==> src/rtl/instr_encoder_pkg.sv <==
// Shared types for the instruction encoder: instruction classes, RV32I opcodes, FSM states.
package encoder_pkg;

  typedef enum logic [3:0] {
    CLS_R      = 4'd0,
    CLS_I_ALU  = 4'd1,
    CLS_LOAD   = 4'd2,
    CLS_STORE  = 4'd3,
    CLS_BRANCH = 4'd4,
    CLS_JAL    = 4'd5,
    CLS_JALR   = 4'd6,
    CLS_LUI    = 4'd7,
    CLS_AUIPC  = 4'd8
  } instr_class_t;

  localparam logic [6:0] OP_R      = 7'b0110011;
  localparam logic [6:0] OP_I_ALU  = 7'b0010011;
  localparam logic [6:0] OP_LOAD   = 7'b0000011;
  localparam logic [6:0] OP_STORE  = 7'b0100011;
  localparam logic [6:0] OP_BRANCH = 7'b1100011;
  localparam logic [6:0] OP_JAL    = 7'b1101111;
  localparam logic [6:0] OP_JALR   = 7'b1100111;
  localparam logic [6:0] OP_LUI    = 7'b0110111;
  localparam logic [6:0] OP_AUIPC  = 7'b0010111;

  typedef enum logic [1:0] {
    S_IDLE  = 2'd0,
    S_LOAD  = 2'd1,
    S_FLUSH = 2'd2,
    S_DONE  = 2'd3
  } state_t;

endpackage

==> src/rtl/instr_field_pack.sv <==
// Combinational packer: instruction class + fields -> RV32I word and legal flag.
// ENCODER_IMM_CHECK_EN adds range_err, flagging immediates that do not fit their encoding.
module instr_field_pack
  import encoder_pkg::*;
(
  input  logic [3:0]  in_class,
  input  logic [4:0]  rd,
  input  logic [4:0]  rs1,
  input  logic [4:0]  rs2,
  input  logic [2:0]  funct3,
  input  logic        funct7b5,
  input  logic [31:0] imm,
`ifdef ENCODER_IMM_CHECK_EN
  output logic        range_err,
`endif
  output logic [31:0] word,
  output logic        legal
);

  always_comb begin
    word  = 32'd0;
    legal = 1'b1;
    case (in_class)
      CLS_R:      word = {1'b0, funct7b5, 5'b0, rs2, rs1, funct3, rd, OP_R};
      CLS_I_ALU: begin
        // Shift-immediate forms carry funct7 in the upper bits instead of imm[11:5].
        if (funct3 == 3'b001 || funct3 == 3'b101)
          word = {1'b0, funct7b5, 5'b0, imm[4:0], rs1, funct3, rd, OP_I_ALU};
        else
          word = {imm[11:0], rs1, funct3, rd, OP_I_ALU};
      end
      CLS_LOAD:   word = {imm[11:0], rs1, funct3, rd, OP_LOAD};
      CLS_JALR:   word = {imm[11:0], rs1, 3'b000, rd, OP_JALR};
      CLS_STORE:  word = {imm[11:5], rs2, rs1, funct3, imm[4:0], OP_STORE};
      CLS_BRANCH: word = {imm[12], imm[10:5], rs2, rs1, funct3, imm[4:1], imm[11], OP_BRANCH};
      CLS_JAL:    word = {imm[20], imm[10:1], imm[11], imm[19:12], rd, OP_JAL};
      CLS_LUI:    word = {imm[31:12], rd, OP_LUI};
      CLS_AUIPC:  word = {imm[31:12], rd, OP_AUIPC};
      default:    legal = 1'b0;
    endcase
  end

`ifdef ENCODER_IMM_CHECK_EN
  // A value fits in N signed bits when bits [31:N-1] are all copies of the sign.
  logic fits12, fits13, fits21;
  assign fits12 = (imm[31:11] == {21{imm[31]}});
  assign fits13 = (imm[31:12] == {20{imm[31]}});
  assign fits21 = (imm[31:20] == {12{imm[31]}});

  always_comb begin
    range_err = 1'b0;
    case (in_class)
      CLS_I_ALU, CLS_LOAD, CLS_STORE, CLS_JALR: range_err = !fits12;
      CLS_BRANCH:                               range_err = !fits13 || imm[0];
      CLS_JAL:                                  range_err = !fits21 || imm[0];
      CLS_LUI, CLS_AUIPC:                       range_err = (imm[11:0] != 12'd0);
      default:                                  range_err = 1'b0;
    endcase
  end
`endif

endmodule

==> src/rtl/instr_encoder.sv <==
// Program loader: encodes a valid/ready stream of field bundles into RV32I words written sequentially to imem.
// Optional ENCODER_IMM_CHECK_EN adds the sticky err_range output.
module instr_encoder
  import encoder_pkg::*;
#(
  parameter int ADDR_W = 10,
  parameter int CNT_W  = 10
) (
  input  logic              clk,
  input  logic              reset,
  input  logic              start,
  input  logic [ADDR_W-1:0] base_addr,
  input  logic [CNT_W-1:0]  count,
  input  logic              in_valid,
  output logic              in_ready,
  input  logic [3:0]        in_class,
  input  logic [4:0]        rd,
  input  logic [4:0]        rs1,
  input  logic [4:0]        rs2,
  input  logic [2:0]        funct3,
  input  logic              funct7b5,
  input  logic [31:0]       imm,
  output logic              imem_we,
  output logic [ADDR_W-1:0] imem_addr,
  output logic [31:0]       imem_wdata,
  output logic              busy,
  output logic              done,
  output logic              err_illegal,
`ifdef ENCODER_IMM_CHECK_EN
  output logic              err_range,
`endif
  output state_t            dbg_state
);

  // Handshake: a bundle transfers on any cycle with in_valid && in_ready; in_ready depends only on state.
  state_t            state, state_nx;
  logic [ADDR_W-1:0] wr_addr;
  logic [CNT_W-1:0]  remaining;
  logic [31:0]       word;
  logic              legal, accept, wr, start_ok;
`ifdef ENCODER_IMM_CHECK_EN
  logic              range_err;
`endif

  instr_field_pack u_pack (
    .in_class (in_class),
    .rd       (rd),
    .rs1      (rs1),
    .rs2      (rs2),
    .funct3   (funct3),
    .funct7b5 (funct7b5),
    .imm      (imm),
`ifdef ENCODER_IMM_CHECK_EN
    .range_err(range_err),
`endif
    .word     (word),
    .legal    (legal)
  );

  assign in_ready  = (state == S_LOAD);
  assign busy      = (state != S_IDLE);
  assign done      = (state == S_DONE);
  assign dbg_state = state;
  assign accept    = in_valid && in_ready;
  assign wr        = accept && legal;
  assign start_ok  = start && (state == S_IDLE);

  always_comb begin
    state_nx = state;
    case (state)
      S_IDLE:  if (start) state_nx = (count != '0) ? S_LOAD : S_DONE;
      S_LOAD:  if (wr && remaining == CNT_W'(1)) state_nx = S_FLUSH;
      S_FLUSH: state_nx = S_DONE;
      S_DONE:  state_nx = S_IDLE;
      default: state_nx = S_IDLE;
    endcase
  end

  always_ff @(posedge clk) begin
    if (reset) begin
      state       <= S_IDLE;
      imem_we     <= 1'b0;
      imem_addr   <= '0;
      imem_wdata  <= 32'd0;
      wr_addr     <= '0;
      remaining   <= '0;
      err_illegal <= 1'b0;
`ifdef ENCODER_IMM_CHECK_EN
      err_range   <= 1'b0;
`endif
    end else begin
      state   <= state_nx;
      imem_we <= wr;
      if (wr) begin
        imem_addr  <= wr_addr;
        imem_wdata <= word;
        wr_addr    <= wr_addr + 1'b1;
        remaining  <= remaining - 1'b1;
      end
      if (start_ok) begin
        wr_addr     <= base_addr;
        remaining   <= count;
        err_illegal <= 1'b0;
      end else if (accept && !legal) begin
        err_illegal <= 1'b1;
      end
`ifdef ENCODER_IMM_CHECK_EN
      if (start_ok) err_range <= 1'b0;
      else if (wr && range_err) err_range <= 1'b1;
`endif
    end
  end

endmodule

==> config.mk <==
export PLATFORM = sky130hd
export DESIGN_NAME = instr_encoder
export DESIGN_NICKNAME = d
export VERILOG_FILES = /design/src/rtl/instr_encoder_pkg.sv /design/src/rtl/instr_field_pack.sv /design/src/rtl/instr_encoder.sv
export SDC_FILE = /design/constraint.sdc
export NUM_CORES = 1
export LEC_CHECK = 0
export CAP_MARGIN = 15
export CORE_ASPECT_RATIO = 0.6
export CORE_UTILIZATION = 40
export DETAILED_ROUTE_END_ITERATION = 10
export PLACE_DENSITY = 0.76
export SYNTH_ARGS = -nofsm -noshare
export SYNTH_HDL_FRONTEND = slang
export SYNTH_SLANG_ARGS = --single-unit
==> constraint.sdc <==
create_clock -name clk -period 1.8 [get_ports clk]
set_input_delay 0.27 -clock clk [delete_from_list [all_inputs] [get_ports clk]]
set_output_delay 0.27 -clock clk [all_outputs]
set_load 0.02 [all_outputs]
==> metrics.csv, run 1 <==
stage,metric,value,unit
yosys,synth_simple_gate_area_share,23.0,%
route,drc,0,
clock_network,htreeDepth,3,
sta,fin_worst_skew,0.00491,ns
yosys,ys.flop_type,dfxtp_1,
clock_network,clock_latency,0.33,ns
sta,max_slew_margin,69.0,%
grt,grt_antenna_before_repair,0,
pwr,powerDensity,1060,mW/mm2
sta,final-max-slew-violation-count,0,
clock_network,cts_tree,yes,
layout,fin_nets,667,
yosys,synth_area_leader_cell,dfxtp_1,
yosys,synth_top_area_share,37.6,%
sta,finalSetupViolations,0,
sta,fmax,566,MHz
sta,tightest_slew,0.461,ns
yosys,ys_ff_latch,65,
yosys,synth_top_family_by_area,compound AO/OA/AOI/OAI gates,
yosys,netlist_top_cells_count,"65 x dfxtp_1, 55 x nor2_1, 46 x nand2_1",
outcome,status,"complete, no violations",
sta,rsz0062_at_grt,false,
yosys,yosys.cell_count.top_type,dfxtp_1,
layout,syn2layout_area_growth,60.3,%
yosys,yosysWarningCount,0,
yosys,synth_area_leaders,"dfxtp_1 38%, a211oi_1 6.1%, nor2_1 6.0%",
layout,num-fill-cells,669,
route,drt_iter0_drc,241,
floorplan,die_h,74.1,um
setup_path,slowest_delay,0.60,ns
floorplan,core_area,0.00813,mm2
setup_path,cp-start-kind,register,
sta,finalHoldViolations,0,
route,finalWirelength,11.2,mm
clock_network,root_buffer,clkbuf_16,
floorplan,die-area,0.00905,mm2
floorplan,row_count,25,
grt,grt_pass1_vias,3683,
yosys,syn_area,0.00346,mm2
layout,finalNonFillerCells,693,
setup_path,crit_path_cell_trace,"inv_2, ha_4, clkdlybuf4s50_1",
setup_path,cp_max_fo,4,
grt,track_usage,26.3,%
yosys,synth_compound_area_share,24.3,%
route,vias,3831,
layout,diodes,0,
yosys,syn_area_per_cell,8.25,um2
sta,period_needed,1.77,ns
route,first_pass_iters,5,
yosys,synth-seq-area-share,37.6,%
clock_network,numCtsBuffers,9,
yosys,muxShareOfSynthArea,2.67,%
yosys,synth_nets,507,
yosys,ys_async_sr_fraction,0,%
clock_network,clockBufferDepth,2,
floorplan,initial_core_util,42.6,%
placed_design,io_buffers,127,
grt,grt_overflow,0,
placed_design,hpwl,8.39,mm
pwr,vdd_ir_drop_max,0.000687,V
yosys,synth_edf_count,0,
setup_path,critical_path.slowest_cell,clkdlybuf4s50_1,
yosys,synthXorXnorAreaFrac,4.30,%
layout,drive_above_1_share,15.2,%
setup_path,critical_path_required,1.53,ns
yosys,postSynthCellCount,420,
grt,grt_pass1_wl,18.2,mm
grt,grt_max_degree,37,
setup_path,end_kind,output port,
placed_design,gp_congestion,0.873,
layout,postLayoutCoreUtil,68.3,%
placed_design,dpl.cell_count,676,
clock_network,cts_sinks,65,
clock_network,clkTransAtPathRegs,0.06,ns
floorplan,io_pins,128,
setup_path,crit_type,register to output port,
route,postRouteAntennaNets,0,
sta,layout_worst_path_cycle_share,98.1,%
pwr,p_leak,2.05,nW
route,wl_per_cell,16.2,um
min_path,hp-class,input port to register,
route,viasPerCell,5.53,
yosys,synthAdderAreaFrac,2.89,%
yosys,synth_cell_types,54,
floorplan,die-width,122,um
setup_path,worstPathArrival,1.50,ns
flow_run,max_cap_viol_count,0,
## worst paths after layout
kind,start,to,slack (ns),cells after the start
setup reg to reg,dbg_state[1],remaining[5],0.06,8
hold / removal,reset,imem_addr[0],0.40,2
setup / recovery,dbg_state[1],in_ready,0.03,3
hold reg to reg,imem_addr[2],imem_addr[2],0.46,2
## critical path: cells and delay by family (launching register included)
family | cells | cell delay (ns)
DFF | 1 | 0.32
buffers and inverters | 2 | 0.69
adders and majority gates | 1 | 0.16
## sequential cells by signal, summed over array words and instances, names as in the netlist
signal       count
imem_wdata      31
remaining       10
imem_addr       10
dbg_state        2
imem_we          1
wr_addr         10
err_illegal      1
## report_power, final
group,internal (W),total (W),switching [W]
clock network,0.00136,0.00202,0.000657
logic,0.000994,0.00201,0.00102
registers,0.00167,0.00187,0.000203
total,0.00402,0.00590,0.00188
## kinds of logic after synthesis
logic type | Yosys count
and+or+nand+nor | 169
AOI/OAI and AO/OA | 111
DFF | 65
buffers and inverters | 41
xor gates and xnor gates | 17
muxes | 9
adders and majority gates | 8
## cell usage in the layout (no fill, tap or decap), types with 3 or more instances in the layout
| cell type | netlist | layout |
|---|---|---|
| clkdlybuf4s50_1 | 0 | 120 |
| dfxtp_1 | 65 | 63 |
| nor2_1 | 55 | 55 |
| buf_4 | 1 | 50 |
| nand2_1 | 46 | 45 |
| a211oi_1 | 28 | 28 |
| a21oi_1 | 23 | 23 |
| nand3_1 | 16 | 16 |
| nor3_1 | 14 | 14 |
| a221oi_1 | 13 | 13 |
| xor2_1 | 11 | 11 |
| a311oi_1 | 10 | 10 |
| clkbuf_16 | 0 | 9 |
| inv_1 | 9 | 8 |
| nor2b_1 | 8 | 8 |
| mux2i_1 | 7 | 7 |
| ha_1 | 8 | 7 |
| xnor2_1 | 6 | 6 |
| nand4_1 | 6 | 6 |
| a31oi_1 | 5 | 5 |
| a211o_1 | 5 | 5 |
| dlygate4sd2_1 | 0 | 5 |
| nand2b_1 | 4 | 4 |
| buf_12 | 0 | 4 |
| nand3b_1 | 3 | 3 |
| o31ai_1 | 3 | 3 |
| a22oi_1 | 3 | 3 |
| o22a_1 | 3 | 3 |
| o21ai_0 | 4 | 3 |
| bufinv_16 | 0 | 3 |
## metrics by stage
step | setup WS, ns | hold slack, ns | area, um2 | power (W) | TNS, ns
after CTS | 0.00560 | 0.375 | 5530 | 0.00589 | 0
after floorplan | 0.0100 | 0.410 | 3480 | 0.00293 | 0
after detailed placement | -0.436 | 0.451 | 5180 | 0.00387 | -19.11
after global routing | 0.00108 | 0.413 | 5550 | 0.00623 | 0
final | 0.0347 | 0.398 | 5550 | 0.00590 | 0
after global placement | -0.390 | 0.439 | 5180 | 0.00384 | -15.80
## cell type report
cell class                      instances  area [um2]  share of cell area (%)
Clock buffer                           10         229                    4.12
Clock inverter                          6         115                    2.07
Inverter                                9        33.8                   0.608
Multi-Input combinational cell        314        2020                    36.3
Sequential cell                        65        1300                    23.5
Tap cell                              108         135                    2.43
Timing Repair Buffer                  181        1720                    30.9
## layer usage
layer	wire length, um	up-vias	GRT usage, %	share of wire [%]
li1	-	1863	-	-
met1	5380	1775	36.9	48
met2	4780	180	39.3	43
met3	926	13	7.29	8.3
met4	121	0	7.99	1.1
met5	0	-	0	0
## timing repair
action | 4_1_cts | 5_1_grt
hold endpoints to repair | 0 | 0
gates resized for setup | 6 | 6
buffers inserted | 1 | 0
pin swaps | 1 | 3
hold buffers | 0 | 0
endpoints found under the setup margin | 21 | 10
No activity file was read; power rests on OpenSTA's default activity.
==> run 2: changes to the inputs <==
--- a/config.mk
+++ b/config.mk
@@ -9,7 +9,7 @@
 export CORE_ASPECT_RATIO = 0.6
 export CORE_UTILIZATION = 40
 export DETAILED_ROUTE_END_ITERATION = 10
-export PLACE_DENSITY = 0.76
+export PLACE_DENSITY = 0.74
 export SYNTH_ARGS = -nofsm -noshare
 export SYNTH_HDL_FRONTEND = slang
 export SYNTH_SLANG_ARGS = --single-unit
==> run 2 against run 1 <==
  * Clock power decreased by 15%
  * First-iteration DRC count grew 28%
  * Sequential share of layout area is 0.14 points lower
  * Wire length grew 1.9%
  * Cell area increased by 0.61%
  * Cell count is 0.72% higher
  * Critical path depth grew 3
  * Critical path type is now register to register
  * Critical endpoint is now wr_addr[9]
  * Highest routed layer unchanged
==> metrics.csv, run 2 (same netlist as run 1, synthesis figures left out) <==
stage,metric,value,unit
layout,postLayoutCoreUtil,68.7,%
setup_path,end_kind,register,
pwr,switching_share,33.5,%
pwr,combPwrFrac,36.9,%
grt,grt_overflow,0,
setup_path,r2r_setup_slack,0.05,ns
layout,syn2layout_area_growth,61.3,%
sta,period_needed,1.75,ns
sta,fmax,570,MHz
clock_network,cts_tree,yes,
clock_network,clkTransAtPathRegs,0.06,ns
setup_path,cp-start-kind,register,
layout,top_register,imem_wdata,
grt,grt_antenna_before_repair,0,
placed_design,io_buffers,127,
pwr,vdd_ir_drop_max,0.000673,V
layout,num-fill-cells,671,
sta,finalHoldViolations,0,
layout,mostFrequentLayoutCells,"120 x clkdlybuf4s50_1, 63 x dfxtp_1, 55 x nor2_1",
floorplan,row_count,25,
placed_design,dp_slack,-0.382,ns
pwr,powerDensity,1020,mW/mm2
setup_path,worstPathArrival,2.00,ns
setup_path,cp_max_fo,7,
min_path,min_from,reset,
sta,tightest_slew,0.504,ns
sta,max_slew_margin,66.1,%
grt,grt_pass1_wl,18.2,mm
sta,fin_worst_skew,0.00617,ns
route,drc,0,
layout,fin_nets,672,
floorplan,core_area,0.00813,mm2
min_path,hold_end,imem_wdata[2],
floorplan,die_h,74.1,um
route,postRouteAntennaNets,0,
min_path,hold_depth,2,
placed_design,hpwl,8.53,mm
outcome,status,"complete, no violations",
layout,drive_above_1_share,16.4,%
setup_path,reg2reg_depth,6,
grt,track_usage,26.0,%
floorplan,die-area,0.00905,mm2
sta,hold_ws,0.345,ns
route,drt_iter0_drc,308,
layout,diodes,0,
sta,layout_worst_path_cycle_share,97.4,%
clock_network,clock_latency,0.33,ns
sta,final-max-slew-violation-count,0,
placed_design,gp_congestion,0.859,
clock_network,cts_sinks,65,
setup_path,timing.rr.end,wr_addr[9],
clock_network,root_buffer,clkbuf_16,
setup_path,critical_path_required,2.04,ns
floorplan,die-width,122,um
clock_network,htreeDepth,3,
floorplan,io_pins,128,
layout,final_common_cell,clkdlybuf4s50_1,
sta,finalSetupViolations,0,
clock_network,clockBufferDepth,2,
placed_design,dpl.cell_count,679,
route,finalWirelength,11.4,mm
setup_path,crit_type,register to register,
setup_path,reg2reg_from,dbg_state[1],
route,first_pass_iters,4,
route,viasPerCell,5.46,
floorplan,initial_core_util,42.6,%
layout,finalNonFillerCells,698,
flow_run,max_cap_viol_count,0,
sta,setup_ws,0.0470,ns
setup_path,worstSetupStartpoint,dbg_state[1],
pwr,p_leak,2.07,nW
pwr,seqPwrFrac,32.8,%
route,wl_per_cell,16.4,um
grt,grt_pass1_vias,3673,
clock_network,numCtsBuffers,9,
route,vias,3812,
layout,largest_reg_flops,31,
pwr,p_sw,0.00191,W
pwr,p_int,0.00379,W
grt,grt_max_degree,37,
min_path,hp-class,input port to register,
pwr,clockPowerShare,30.3,%
[run 2: area by class of cell]
cell class	instances	area, um2	area share [%]
multi-input combinational	314	2030	36.4
timing repair buffer	186	1790	32.0
sequential	65	1300	23.3
clock buffer	9	225	4.03
tap	108	135	2.42
clock inverter	7	71.3	1.28
inverter	9	33.8	0.605
[run 2: how the worst max path moves through the flow]
stage	slack, ns	to
CTS	0.006	remaining[9]
detailed placement	-0.38	imem_wdata[23]
floorplan	0.01	dbg_state[1]
finish	0.05	wr_addr[9]
global placement	-0.31	imem_wdata[22]
global route	-0.009	wr_addr[9]
[run 2: power groups by stage]
stage	combinational [W]	clock [W]	sequential, W
3_5_place_dp	0.00201	0	0.00188
5_1_grt	0.00228	0.00182	0.00190
4_1_cts	0.00201	0.00176	0.00186
6_report	0.00210	0.00172	0.00187
3_3_place_gp	0.00197	0	0.00188
2_1_floorplan	0.000938	0	0.00200
[run 2: layer usage]
metal,GRT usage (%),vias to the layer above,wire [um]
met5,0,-,0
met2,39.8,171,4960
li1,-,1862,-
met3,7.13,15,897
met1,35.8,1764,5410
met4,8.27,0,151
[run 2: metrics by stage]
stage / setup TNS [ns] / area [um2] / power, W
6_report: 0 / 5590 / 0.00569
5_1_grt: -0.0102 / 5590 / 0.00599
4_1_cts: 0 / 5540 / 0.00563
3_5_place_dp: -16.28 / 5240 / 0.00390
3_3_place_gp: -13.82 / 5240 / 0.00385
2_1_floorplan: 0 / 3480 / 0.00293
[run 2: critical path, cell delays in order (launching register included)]
cell and delay, ns:
dfxtp_2 0.32, inv_2 0.09, ha_4 0.19, and4_4 0.25, nand2_1 0.07, or4_1 0.51
a311oi_1 0.24
[run 2: timing repair]
item | CTS | global route
resized for setup | 7 | 8
setup buffers | 0 | 3
pin swaps | 0 | 1
hold buffers | 0 | 0
endpoints found under the setup margin | 10 | 10
==> run 3: changes to the inputs <==
--- a/config.mk
+++ b/config.mk
@@ -6,10 +6,11 @@
 export NUM_CORES = 1
 export LEC_CHECK = 0
 export CAP_MARGIN = 15
-export CORE_ASPECT_RATIO = 0.6
+export CORE_MARGIN = 3
 export CORE_UTILIZATION = 40
 export DETAILED_ROUTE_END_ITERATION = 10
 export PLACE_DENSITY = 0.74
+export SLEW_MARGIN = 40
 export SYNTH_ARGS = -nofsm -noshare
 export SYNTH_HDL_FRONTEND = slang
 export SYNTH_SLANG_ARGS = --single-unit
==> run 3 against run 2 <==
  * Critical path depth is the same
  * Core utilization decreased by 2.9 points
  * First-iteration DRC count is 47% lower
  * Fmax rose by 0.75%
  * Cell count is 1.4% lower
  * Via count decreased by 1.8%
  * Die area grew 8.5%
  * Clock power decreased by 19%
  * Clock-buffer cell count increased by 1
  * Critical path type unchanged
  * Largest cell class unchanged
  * Largest power group unchanged
==> metrics.csv, run 3 (same netlist as run 1, synthesis figures left out) <==
stage,metric,value,unit
outcome,status,"complete, no violations",
grt,grt_max_degree,44,
setup_path,cp_max_fo,5,
route,postRouteAntennaNets,0,
pwr,vdd_ir_drop_max,0.000532,V
layout,diodes,0,
sta,final.setup.tns,0,ns
clock_network,clockBufferDepth,2,
setup_path,critical_path.slowest_cell,or4_1,
sta,final-max-slew-violation-count,0,
layout,design_area,0.00546,mm2
pwr,p_leak,1.99,nW
route,drt_iter0_drc,164,
clock_network,clkTransAtPathRegs,0.08,ns
flow_run,max_cap_viol_count,0,
sta,fin_worst_skew,0.00703,ns
setup_path,cp.buffers_inverters,1,
layout,mostFrequentLayoutCells,"121 x clkdlybuf4s50_1, 63 x dfxtp_1, 55 x nor2_1",
route,wl_per_cell,15.9,um
route,drc,0,
clock_network,clock_latency,0.35,ns
setup_path,reg2reg_from,dbg_state[1],
layout,syn2layout_area_growth,57.7,%
placed_design,place_area,0.00518,mm2
floorplan,die_h,99.1,um
clock_network,numCtsBuffers,9,
setup_path,critical_path_required,2.06,ns
layout,regArea,0.00131,mm2
floorplan,core_area,0.00830,mm2
clock_network,htreeDepth,3,
layout,final_common_cell,clkdlybuf4s50_1,
grt,grt_pass1_vias,3710,
placed_design,io_buffers,127,
layout,drive_above_1_share,15.8,%
layout,multiInputGateArea,0.00205,mm2
sta,max_slew_margin,62.4,%
clock_network,cts_sinks,65,
layout,fin_nets,665,
layout,num-fill-cells,690,
route,vias,3743,
sta,finalHoldViolations,0,
sta,period_needed,1.74,ns
grt,track_usage,22.1,%
setup_path,end_kind,register,
setup_path,cp-start-kind,register,
placed_design,hpwl,8.21,mm
grt,grt_pass1_wl,17.7,mm
setup_path,crit_path_cell_trace,"inv_4, ha_4, and4_4, nand2_1, or4_1, a311oi_2",
grt,grt_overflow,0,
setup_path,reg2reg_depth,6,
layout,largest_reg_flops,31,
layout,top_register,imem_wdata,
setup_path,worstPathArrival,2.00,ns
setup_path,r2r_setup_slack,0.06,ns
route,finalWirelength,10.9,mm
sta,tightest_slew,0.565,ns
min_path,min_from,imem_wdata[6],
floorplan,row_count,33,
grt,grt_antenna_before_repair,0,
min_path,hp-class,register to register,
sta,finalSetupViolations,0,
setup_path,critPathCapture,wr_addr[9],
pwr,powerDensity,965,mW/mm2
clock_network,cts_tree,yes,
sta,layout_worst_path_cycle_share,96.7,%
setup_path,slowest_delay,0.53,ns
clock_network,root_buffer,clkbuf_8,
floorplan,die-width,99.1,um
setup_path,crit_family,simple AND/OR/NAND/NOR gates,
setup_path,path_depth,6,
route,first_pass_iters,4,
floorplan,io_pins,128,
floorplan,initial_core_util,41.7,%
setup_path,timing.rr.end,wr_addr[9],
route,viasPerCell,5.44,
setup_path,crit_type,register to register,
placed_design,gp_congestion,0.852,
floorplan,die-area,0.00981,mm2
setup_path,worstSetupStartpoint,dbg_state[1],
sta,fmax,575,MHz
run 3: changes by cell type in the layout (fill, tap and decap cells not counted), sizes merged:
cell,previous run,this run
buf,60,53
clkinv,6,2
bufinv,1,2
clkdlybuf4s15,0,1
clkdlybuf4s50,120,121
clkinvlp,0,1
dlygate4sd2,5,4
inv,9,10
run 3: power by group:
group	switching (W)	internal, W	total (W)	leakage, nW
Sequential	0.000199	0.00167	0.00187	0.532
Clock	0.000602	0.000785	0.00139	0.107
Combinational	0.00101	0.00100	0.00202	1.35
run 3: how the worst min path moves through the flow:
| stage | slack (ns) | depth (start not counted) | to |
|---|---|---|---|
| 6_report | 0.46 | 2 | imem_wdata[6] |
| 5_1_grt | 0.47 | 2 | imem_addr[9] |
| 4_1_cts | 0.45 | 2 | remaining[4] |
| 3_5_place_dp | 0.45 | 2 | imem_addr[7] |
| 3_3_place_gp | 0.44 | 2 | imem_wdata[5] |
| 2_1_floorplan | 0.41 | 2 | remaining[1] |
run 3: final cells by class:
class / instances / share of cell area, %
multi-input combinational: 314 / 37.6
timing repair buffer: 179 / 31.5
sequential: 65 / 23.9
tap: 105 / 2.41
clock buffer: 10 / 2.34
clock inverter: 6 / 1.65
inverter: 9 / 0.665
run 3: timing repair:
action                     in CTS  in global routing
buffers inserted                1                  0
hold buffers                    0                  0
setup endpoints to repair      10                 14
pin swaps                       2                  5
gates resized for setup         8                 12
run 3: worst reg2reg max path, stage by stage (launching register included):
cell and delay [ns]:
dfxtp_4 0.37, inv_4 0.08, ha_4 0.17, and4_4 0.24, nand2_1 0.06, or4_1 0.53
a311oi_2 0.22
run 3: through the flow:
stage	setup WS (ns)	utilization, %	hold WS [ns]	instances	total power, W
detailed placement	-0.379	62.4	0.447	671	0.00385
global placement	-0.322	62.4	0.439	671	0.00381
floorplan	0.0100	-	0.410	420	0.00293
finish	0.0601	65.8	0.457	688	0.00527
global route	-0.00471	65.8	0.474	688	0.00554
CTS	0.0195	65.2	0.451	688	0.00525
run 3: metal layers:
| layer | vias to the layer above | track usage, % | routed length, um |
|---|---|---|---|
| met3 | 14 | 4.32 | 499 |
| met5 | - | 0 | 0 |
| met1 | 1772 | 27.8 | 4730 |
| met2 | 106 | 38.1 | 5560 |
| met4 | 0 | 6.83 | 158 |
| li1 | 1851 | - | - |
